==> config.mk <==
export PLATFORM = sky130hd
export DESIGN_NAME = conv_tile_sched
export DESIGN_NICKNAME = d
export VERILOG_FILES = /design/src/rtl/conv_tile_sched.sv
export SDC_FILE = /design/constraint.sdc
export NUM_CORES = 1
export LEC_CHECK = 0
export BUFFER_PORTS_ARGS = -buffer_cell sky130_fd_sc_hd__buf_4
export CELL_PAD_IN_SITES_DETAIL_PLACEMENT = 1
export CELL_PAD_IN_SITES_GLOBAL_PLACEMENT = 2
export CORE_AREA = 2 2 167 169
export CTS_BUF_LIST = sky130_fd_sc_hd__clkbuf_4 sky130_fd_sc_hd__clkbuf_8
export DETAILED_ROUTE_END_ITERATION = 8
export DIE_AREA = 0 0 169 171
export PLACE_DENSITY_LB_ADDON = 0.1
export SETUP_SLACK_MARGIN = 0.3
export SLEW_MARGIN = 20
export SYNTH_ARGS = -nofsm -noshare
export SYNTH_HDL_FRONTEND = slang
export SYNTH_SLANG_ARGS = --single-unit
==> constraint.sdc <==
create_clock -name clk -period 6.1 [get_ports clk]
set_input_delay 0.61 -clock clk [delete_from_list [all_inputs] [get_ports clk]]
set_output_delay 0.61 -clock clk [all_outputs]
set_load 0.03 [all_outputs]
==> src/rtl/conv_tile_sched.sv <==
// conv_tile_sched: walks an output feature map in row-major tiles, issuing one engine launch per tile
module conv_tile_sched #(
    parameter int DIM_W     = 16,
    parameter int TILE_ROWS = 8,
    parameter int TILE_COLS = 8
) (
    input  logic             clk,
    input  logic             rst_n,
    input  logic             op_start,
    input  logic [DIM_W-1:0] cfg_rows,
    input  logic [DIM_W-1:0] cfg_cols,
    output logic             tile_start,
    output logic [DIM_W-1:0] tile_row_base,
    output logic [DIM_W-1:0] tile_col_base,
    output logic [DIM_W-1:0] tile_rows,
    output logic [DIM_W-1:0] tile_cols,
    input  logic             tile_done,
    input  logic             write_buffer_wait,
    output logic             end_conv,
    output logic             busy
);
    typedef enum logic [2:0] {IDLE, ISSUE, WAIT_TILE, DRAIN, FINISH} state_t;

    localparam logic [DIM_W:0] TR = (DIM_W+1)'(TILE_ROWS);
    localparam logic [DIM_W:0] TC = (DIM_W+1)'(TILE_COLS);

    state_t           state, state_nx;
    logic [DIM_W-1:0] rows_q, cols_q, row_b, col_b;
    logic [DIM_W-1:0] rows_nx, cols_nx, row_b_nx, col_b_nx;
    logic [DIM_W-1:0] trb_nx, tcb_nx, tr_nx, tc_nx;
    logic             tile_start_nx, end_conv_nx, busy_nx;
    logic             col_wrap, last;
    logic [DIM_W:0]   row_adv;
    logic [DIM_W-1:0] col_adv;

    // Clipped extent: the remaining span when the tile overhangs the map edge, else the nominal size
    function automatic logic [DIM_W-1:0] extent(input logic [DIM_W-1:0] base, input logic [DIM_W-1:0] dim,
                                                input logic [DIM_W:0] t);
        extent = ({1'b0, base} + t >= {1'b0, dim}) ? dim - base : t[DIM_W-1:0];
    endfunction

    // Next tile position in row-major order; sums are one bit wider so they never wrap
    always_comb begin
        col_wrap = {1'b0, col_b} + TC >= {1'b0, cols_q};
        row_adv  = {1'b0, row_b} + (col_wrap ? TR : '0);
        col_adv  = col_wrap ? '0 : col_b + TC[DIM_W-1:0];
        last     = row_adv >= {1'b0, rows_q};
    end

    // Next-state and next-output logic; every output is registered from these values
    always_comb begin
        state_nx      = state;
        rows_nx       = rows_q;
        cols_nx       = cols_q;
        row_b_nx      = row_b;
        col_b_nx      = col_b;
        trb_nx        = tile_row_base;
        tcb_nx        = tile_col_base;
        tr_nx         = tile_rows;
        tc_nx         = tile_cols;
        tile_start_nx = 1'b0;
        end_conv_nx   = 1'b0;
        busy_nx       = busy;
        case (state)
            IDLE: if (op_start) begin
                rows_nx  = cfg_rows;
                cols_nx  = cfg_cols;
                row_b_nx = '0;
                col_b_nx = '0;
                busy_nx  = 1'b1;
                if (cfg_rows == '0 || cfg_cols == '0) state_nx = FINISH;
                else begin
                    state_nx      = ISSUE;
                    tile_start_nx = 1'b1;
                    trb_nx        = '0;
                    tcb_nx        = '0;
                    tr_nx         = extent('0, cfg_rows, TR);
                    tc_nx         = extent('0, cfg_cols, TC);
                end
            end
            ISSUE: state_nx = WAIT_TILE;
            WAIT_TILE: if (tile_done) state_nx = DRAIN;
            DRAIN: if (!write_buffer_wait) begin
                row_b_nx = row_adv[DIM_W-1:0];
                col_b_nx = col_adv;
                if (last) begin
                    state_nx    = FINISH;
                    end_conv_nx = 1'b1;
                end else begin
                    state_nx      = ISSUE;
                    tile_start_nx = 1'b1;
                    trb_nx        = row_adv[DIM_W-1:0];
                    tcb_nx        = col_adv;
                    tr_nx         = extent(row_adv[DIM_W-1:0], rows_q, TR);
                    tc_nx         = extent(col_adv, cols_q, TC);
                end
            end
            // A zero-size job enters without end_conv and spends one extra cycle raising it
            FINISH: if (end_conv) begin
                state_nx = IDLE;
                busy_nx  = 1'b0;
            end else end_conv_nx = 1'b1;
            default: state_nx = IDLE;
        endcase
    end

    // State, tile position and output registers with asynchronous clear
    always_ff @(posedge clk or negedge rst_n) begin
        if (!rst_n) begin
            state         <= IDLE;
            rows_q        <= '0;
            cols_q        <= '0;
            row_b         <= '0;
            col_b         <= '0;
            tile_row_base <= '0;
            tile_col_base <= '0;
            tile_rows     <= '0;
            tile_cols     <= '0;
            tile_start    <= 1'b0;
            end_conv      <= 1'b0;
            busy          <= 1'b0;
        end else begin
            state         <= state_nx;
            rows_q        <= rows_nx;
            cols_q        <= cols_nx;
            row_b         <= row_b_nx;
            col_b         <= col_b_nx;
            tile_row_base <= trb_nx;
            tile_col_base <= tcb_nx;
            tile_rows     <= tr_nx;
            tile_cols     <= tc_nx;
            tile_start    <= tile_start_nx;
            end_conv      <= end_conv_nx;
            busy          <= busy_nx;
        end
    end
endmodule
Yosys cells after proc, flatten, opt, wreduce, memory -nomap -nowiden
Index checks and enable logic that the tools add are counted.

Add/subtract/negate cells: 7. Order comparisons: 6. Equal/unequal tests: 10. Multiplexer cells: 48. Reduce and logical (&&, ||, !) cells: 11.

Operator list (count): $mux 16 (22); $pmux 16 s2 (6); $ge 17x16->1 (4); $add 16x4->17 const B (3); $ge 4x16->1 const A (2); $logic_not 16->1 (2); $sub 16x16->16 (2); $mux 3 (6); $add 16x4->17 (1); $add 16x4->16 const B (1); $pmux 3 s5 (1); $ne 2x2->1 const B (6); $mux 1 (9); $eq 3x2->1 const B (2); $pmux 1 s2 (3); $reduce_and 3->1 (2); $reduce_and 5->1 (1); $mux 4 (1); $reduce_and 4->1 (1); $reduce_bool 2->1 (2); $eq 3x1->1 const B (1); $eq 3x3->1 const B (1); $logic_not 3->1 (1); $reduce_and 2->1 (1); $logic_or 1x1->1 (1).

Register bits: 134. Output and inout port bits: 67.

Depth between registers and ports, before layout
Gate-level depths: netlist of the first run.

Depth in word-level cells: 10. Gate-level depth with buffers: 35. Depth with buffers taken out: 31.

Worst setup path before layout of the first run
No wires, ideal clock.

Path type: register to register. From: reg col_b[3]. To: reg tile_rows[2]. Arrival: 6.488 ns. Data required time: 6.035 ns. Slack: -0.453 ns. Stages on the path, launching flop included: 34. Buffers on the path: 5. Period minus slack after synthesis: 6.553 ns. Cell sequence: dfrtp_1 > clkbuf_2 > nand2_1 > or3_1 > xor2_1 > inv_1 > ha_1 > a211o_1 > o211ai_1 > a21oi_1 > o41ai_1 > and2_1 > buf_2 > inv_1 > clkbuf_1 > ha_1 > ha_1 > and3_1 > buf_4 > and3_4 > xnor2_2 > nand3b_1 > nor4b_2 > xnor2_1 > ha_1 > nand2_1 > nor3_1 > o21ai_0 > a31o_2 > a31oi_1 > a41oi_1 > buf_2 > o211ai_1 > o21a_1.

Word-level cells in the longest chain between the ends: 10.

RTL lines: start, declared (RTL line 28) `logic [DIM_W-1:0] rows_q, cols_q, row_b, col_b;`; start signal, assigned (RTL line 127) `col_b <= col_b_nx;`; $add 16x4->17 * (RTL line 44) `col_wrap = {1'b0, col_b} + TC >= {1'b0, cols_q};`; $ge 17x16->1 * (RTL line 44); $mux 4 * (RTL line 45) `row_adv = {1'b0, row_b} + (col_wrap ? TR : '0);`; $add 16x4->17 * (RTL line 45); $add 16x4->17 (RTL line 39) `extent = ({1'b0, base} + t >= {1'b0, dim}) ? dim - base : t[DIM_W-1:0];`; $ge 17x16->1 (RTL line 39); $mux 16 (RTL line 39); $mux 16 (RTL line 86) `if (last) begin`; $mux 16 (RTL line 83) `DRAIN: if (!write_buffer_wait) begin`; $pmux 16 s2 (RTL line 64) `case (state)`; end signal, assigned (RTL line 130) `tile_rows <= tr_nx;`; end, declared (RTL line 15) `output logic [DIM_W-1:0] tile_rows,`.

Mark *: on every way between the ends. The rest lies on a longest branch, timed or not. The select of a mux whose other input is x is not followed. A chain may end at the register's enable or synchronous reset.

Worst setup path after layout of the first run
From: reg col_b[8]. To: reg tile_rows[7].

The elaborated chain is that of the path after synthesis.

==> key figures, run 1 <==
Power and ir drop
  • Peak VDD IR: 0.0001731 V
  • PD cells: 376.4 mW/mm^2
  • Total power: 0.004624 W
  • Lkg Pwr: 5.595 nW
  • Clock power share: 19.7%
  • Switch share: 45.52%
  • Logic pwr share: 55.3%
  • Reg power frac: 25.0%
  • Psw: 0.002105 W
  • Internal cell power: 0.002519 W

Finish
  • Fraction of layout cells with a size suffix above 1: 29.98%
  • Commonest cells after routing, fill and taps aside: buf_4, nand2_1, dfrtp_1, o21ai_0, ha_1
  • Nets@finish: 1,367
  • Layout area overhead: 35.03%
  • Most common cell after layout, fill and taps aside: buf_4
  • Diodes inserted: 0
  • Filler cells: 3,181
  • Post-layout instance area: 0.01228 mm^2

GRT
  • Initial antenna violation count: 0
  • Number of global-route vias before repair: slightly above 8,000
  • GRT Residual Overflow: 0
  • Largest net degree at the start of global routing: 74
  • First-pass GRT wire length: 46,370 um
  • Gr usage total: 20.87%

Logic synthesis
  • Top cell type's share of synthesized area: a little under two fifths
  • Syn avg cell area: 8.714 um^2
  • Post-synth cell types: 65
  • Synth Register Bits: 134
  • Synth top area cells: dfrtp_1, ha_1, nand2_1
  • Register area share after synthesis: a little under two fifths
  • Synthesized Nets: 1,179
  • Asr flop ratio synth: 100.0%
  • YS warnings: 0
  • Synth Flop Type: dfrtp_1
  • Number of flops mapped to enable cells by yosys: 0
  • Syn Inst Count: between 1,000 and 1,500
  • Netlist Area Pre-Place: 0.009097 mm^2
  • Top cell type by total area after synthesis: dfrtp_1

Placed design
  • Pre-CTS setup slack: 0.01483 ns
  • Port Buffers: 103
  • Dpl cell area: 0.01087 mm^2
  • HPWL reported at the end of detailed placement: 22,920 um
  • GP Congestion: 0.8539

Setup path
  • Worst setup EP type: register
  • CP dominant cell by count: ha_4
  • Worst reg2reg setup slack: approximately 0.11 ns
  • Reg-to-reg startpoint: col_b[8]
  • Critical path class: reg -> reg
  • WP data required: 6.50 ns
  • Crit start category: register
  • CP Capture Point: tile_rows[7]
  • Worst stage delay on the critical path: 0.42 ns
  • Slowest cell on the critical path: dfrtp_2
  • R2r worst-path depth: 30
  • Critical R2R Capture: tile_rows[7]
  • Data arrival, critical path: 6.39 ns
  • Worst-path fanout max: 7
  • CP startpoint: col_b[8]

Floorplanning
  • Initial Util: 33.30%
  • Die W: between 150 and 200 um
  • Row cnt: slightly above 60
  • Core area: around 0.027 mm^2
  • Die Area: roughly 0.029 mm^2
  • Die Ht: 171 um
  • Ports: 104

Run
  • Max-cap violation count: 0

Clock tree
  • CTS tree: yes
  • Clock sink count: 134
  • Root buffer cell: clkbuf_8
  • Skew-Pair Late Insertion Delay: 0.47 ns
  • CTS Buffer Depth: 2
  • Clk slew on worst S/H paths: about 0.09 ns
  • Inserted Clock Buffers: 17
  • Htree depth: 4

Timing
  • RSZ-0062 raised after global routing: yes
  • Final worst setup slack: 0.1084 ns
  • Worst-Margin Slew: a little over 1 ns
  • Max transition margin: 32.10%
  • Hold Fails Final Rpt: 0
  • Final period util: 98.22%
  • Post-route minimum period: 5.992 ns
  • Max Fclk: 166.9 MHz
  • Worst Skew: 0.02251 ns
  • Slew Viols, Final: 0
  • Endpoints failing setup: 0
  • WHS: 0.1286 ns

Routing
  • Via count: 8,204
  • Final wirelength: 31,430 um
  • Drt drc: 0
  • Wire length on met2: 13,270 um
  • Final ANT Viol Nets: 0
  • Top layer in use: met4
  • WL met1: 16,780 um
  • WL/cell: 19.77 um
  • Detailed Routing Iterations Pass 1: 4
  • Initial DRC count: 422
  • Met3 wire length: 1115 um
  • Via density: about 5.2

Worst hold path
  • Hold WC Path Type: in -> async

Status
  • Outcome: completed
[layout make-up]
cell class	count	area [um^2]	share of cell area, %
multi-input combinational	786	5958	48.50
sequential	134	3359	27.35
timing repair buffer	213	1758	14.31
tap	346	432.9	3.524
inverter	80	309.0	2.516
clock buffer	20	269.0	2.190
clock inverter	11	197.7	1.609
[routing by layer]
layer	vias to the layer above	track usage, %
li1	4031	-
met1	4030	32.91
met2	125	30.01
met3	18	2.730
met4	0	4.459
met5	-	0
[state kept, by name, summed over array words and instances, names as in the netlist]
signal	flops
tile_start	1
busy	1
tile_cols	16
end_conv	1
state	3
tile_row_base	16
cols_q	16
col_b	16
tile_col_base	16
row_b	16
rows_q	16
tile_rows	16
[worst min path at each step]
stage / start / to / cells past startpoint
2_1_floorplan: rst_n / busy / 0
3_3_place_gp: tile_col_base[10] / tile_col_base[10] / 2
3_5_place_dp: tile_col_base[10] / tile_col_base[10] / 2
4_1_cts: rst_n / tile_cols[11] / 1
5_1_grt: rst_n / tile_cols[11] / 1
6_report: rst_n / tile_cols[12] / 1
[critical path, delay by kind of cell (launching register included)]
kind	cells	cell delay, ns
AOI/OAI and AO/OA	7	1.37
and+or+nand+nor	12	2.29
adders and majority gates	4	0.90
buffers and inverters	4	0.49
xor gates and xnor gates	3	0.44
DFF	1	0.42
[cell families after synthesis]
| group | share of synthesized area, % |
|---|---|
| simple gates | 17.98 |
| compound gates | 18.98 |
| flops | 36.86 |
| buf+inv | 5.446 |
| fa+ha+maj | 13.64 |
| xor+xnor | 6.987 |
| mux | 0.1100 |
[metrics by stage]
stage / setup TNS [ns] / util (%) / std cells
CTS: 0 / 41.76 / 1553
detailed placement: 0 / 39.78 / 1517
global placement: 0 / 39.78 / 1517
global route: -1.705 / 44.96 / 1590
floorplan: 0 / - / 1044
finish: 0 / 44.96 / 1590
[power by group through the flow]
| stage | Combinational, W | Sequential (W) | Clock, W |
|---|---|---|---|
| 2_1_floorplan | 0.00150 | 0.00121 | 0 |
| 3_3_place_gp | 0.00226 | 0.00117 | 0 |
| 3_5_place_dp | 0.00227 | 0.00117 | 0 |
| 4_1_cts | 0.00228 | 0.00116 | 0.000933 |
| 5_1_grt | 0.00285 | 0.00118 | 0.000969 |
| 6_report | 0.00256 | 0.00116 | 0.000910 |
[cells in the mapped netlist (all sizes together) (10+ instances only)]
cell / count
nor2: 70
xor2: 19
nand2: 163
xnor2: 51
inv: 80
o21ai: 94
dfrtp: 134
ha: 96
nand4: 15
clkbuf: 29
buf: 15
nor2b: 10
nor3: 21
a21oi: 36
nand3: 33
o31ai: 54
[what timing repair did]
| action | in CTS | in global routing |
|---|---|---|
| hold buffers | 0 | 0 |
| endpoints found under the setup margin | 65 | 68 |
| cloned | 0 | 6 |
| gates resized for setup | 10 | 101 |
| setup buffers | 5 | 31 |
| hold endpoints to repair | 0 | 0 |
| pin swaps | 4 | 43 |
Power figures use the tool's default switching activity.
==> inputs of run 2 (changes only) <==
- ABC_AREA: default -> 1
- CORE_AREA: 2 2 167 169 -> 2 2 176 178
- DIE_AREA: 0 0 169 171 -> 0 0 178 180
- TNS_END_PERCENT: default -> 50
==> run 2 against run 1 <==
Global-route usage is 0.24 points higher; cell area shrank 5.6%; clock power decreased by 23%; hold slack better by 0.029 ns; combinational power shrank 12%; register-to-register slack better by 0.61 ns; critical path depth increased by 7; die area up 11%; clock skew down 0.0083 ns; non-clock buffer count down 75; sequential share of layout area rose by 1.6 points.
==> key figures, run 2 <==
Setup path
  • Worst-path fanout max: 5
  • Worst reg2reg setup slack: 0.72 ns
  • Crit start category: register
  • WP data required: around 6.5 ns
  • R2r worst-path depth: 37
  • Data arrival, critical path: 5.76 ns
  • CP dominant cell by count: nand2_1
  • Critical R2R Capture: tile_rows[0]
  • Critical path class: reg -> reg
  • Worst stage delay on the critical path: between 0.4 and 0.5 ns
  • CP delay by family, top: simple AND/OR/NAND/NOR gates
  • Reg-to-reg startpoint: col_b[4]
  • Worst path bufs/invs: 6
  • Slowest cell on the critical path: dfrtp_1
  • Worst setup EP type: register

Routing
  • Drt drc: 0
  • Via count: 8,759
  • Initial DRC count: 371
  • Top layer in use: met4
  • WL met1: approximately 15,000 um
  • Via density: 4.760
  • Met3 wire length: just under 600 um
  • Final wirelength: about 33,000 um
  • WL/cell: 17.69 um
  • Final ANT Viol Nets: 0
  • Wire length on met2: 16,270 um
  • Detailed Routing Iterations Pass 1: 4

Logic synthesis
  • Top cell type by total area after synthesis: dfrtp_1
  • Most instantiated cells after synthesis: nand2_1, inv_1, dfrtp_1, nor2_1, ha_1
  • Syn avg cell area: 7.308 um^2
  • Synth Flop Type: dfrtp_1
  • Synthesized Nets: 1,445
  • Register area share after synthesis: 35.03%
  • Synth Register Bits: 134
  • Number of flops mapped to enable cells by yosys: 0
  • Asr flop ratio synth: 100.0%
  • Netlist Area Pre-Place: ~0.0096 mm^2
  • Syn Inst Count: 1,310
  • Most frequent cell after synthesis: nand2_1
  • Top cell type's share of synthesized area: 35.03%
  • Post-synth cell types: 44
  • YS warnings: 0
  • Synth top area cells: dfrtp_1, nand2_1, ha_1

Timing
  • Worst Skew: 0.01421 ns
  • RSZ-0062 raised after global routing: no
  • Max Fclk: between 150 and 200 MHz
  • Hold Fails Final Rpt: 0
  • Slew Viols, Final: 0
  • Fin Setup TNS: 0 ns
  • Final period util: 88.27%
  • Worst-Margin Slew: 0.8208 ns
  • Post-route minimum period: 5.384 ns
  • Max transition margin: between 40% and 50%
  • Endpoints failing setup: 0

Clock tree
  • Root buffer cell: clkbuf_8
  • Skew-Pair Late Insertion Delay: approximately 0.49 ns
  • CTS Buffer Depth: 2
  • CTS tree: yes
  • Inserted Clock Buffers: 17
  • Clk slew on worst S/H paths: 0.08 ns
  • Htree depth: 4
  • Clock sink count: 134

GRT
  • Gr usage total: 21.11%
  • GRT Residual Overflow: 0
  • Initial antenna violation count: 0
  • First-pass GRT wire length: 52,030 um
  • Number of global-route vias before repair: 9,456
  • Largest net degree at the start of global routing: 79

Floorplanning
  • Row cnt: 64
  • Die W: 178 um
  • Die Area: 0.03204 mm^2
  • Core area: 0.03019 mm^2
  • Ports: 104
  • Die Ht: roughly 180 um
  • Initial Util: 31.71%

Finish
  • Commonest cells after routing, fill and taps aside: nand2_1, inv_1, dfrtp_1, buf_4, nor2_1
  • Final Util: 38.42%
  • Layout area overhead: 21.16%
  • Diodes inserted: 0
  • Post-layout instance area: 0.01160 mm^2
  • Fraction of layout cells with a size suffix above 1: about 17%
  • Most common cell after layout, fill and taps aside: nand2_1
  • Nets@finish: around 1,600

Power and ir drop
  • Lkg Pwr: 6.126 nW
  • Peak VDD IR: between 0.00015 and 0.0002 V
  • PD cells: 356.4 mW/mm^2

Run
  • Max-cap violation count: 0

Placed design
  • HPWL reported at the end of detailed placement: approximately 25,000 um
  • Dpl cell area: 0.01091 mm^2
  • Port Buffers: 103
  • GP Congestion: approximately 0.83

Worst hold path
  • Hold WC Path Type: in -> async

Status
  • Outcome: completed
run 2: area by class of cell:
type	count	area, um^2
fillers	3745	18590
inverters	185	696.9
flip-flops and latches	134	3353
multi-input cells	956	5602
well taps	396	495.5
clock buffers	23	304.0
repair buffers	138	1097
clock inverters	8	50.05
run 2: cell families (layout without fill, tap and decap cells):
kind of cell / after synthesis / after routing / synth area share (%)
AOI/OAI and AO/OA: 178 / 178 / 9.986
and+or+nand+nor: 621 / 621 / 27.46
DFF: 134 / 134 / 35.03
adders and majority gates: 98 / 98 / 12.97
buffers and inverters: 220 / 354 / 9.084
xor gates and xnor gates: 59 / 59 / 5.476
run 2: how the worst max path moves through the flow:
stage / startpoint / to / slack, ns / cells past startpoint
after floorplan: col_b[3] / tile_rows[12] / 0.99 / 36
after global placement: col_b[3] / tile_rows[12] / 0.27 / 35
after detailed placement: col_b[3] / tile_rows[5] / 0.16 / 35
after CTS: col_b[3] / tile_cols[9] / 0.30 / 37
after global routing: col_b[4] / tile_rows[0] / 0.28 / 39
final: col_b[4] / tile_rows[0] / 0.72 / 37
run 2: repair_timing:
item | 4_1_cts | 5_1_grt
hold buffers | 0 | 0
hold endpoints to repair | 0 | 0
resized for setup | 5 | 58
setup buffers | 0 | 7
endpoints found under the setup margin | 64 | 68
pin swaps | 2 | 17
gates cloned | 1 | 1
run 2: metrics by stage:
stage	hold slack [ns]	total power (W)	worst slack (ns)	std cells
after floorplan	0.3144	0.002653	0.9927	1310
after global placement	0.4604	0.003390	0.2740	1800
after detailed placement	0.4617	0.003401	0.1640	1800
after CTS	0.1638	0.004182	0.3036	1832
after global routing	0.1879	0.004536	0.2801	1840
final	0.1572	0.004133	0.7156	1840
run 2: power breakdown:
| part | internal (W) | switching (W) |
|---|---|---|
| Clock | 0.000327 | 0.000377 |
| Combinational | 0.000739 | 0.00152 |
| Sequential | 0.00104 | 0.000132 |
run 2: per-layer routing:
layer	vias to the layer above	GRT usage, %
li1	4398	-
met1	4259	27.42
met2	73	36.48
met3	29	3.215
met4	0	5.213
met5	-	0
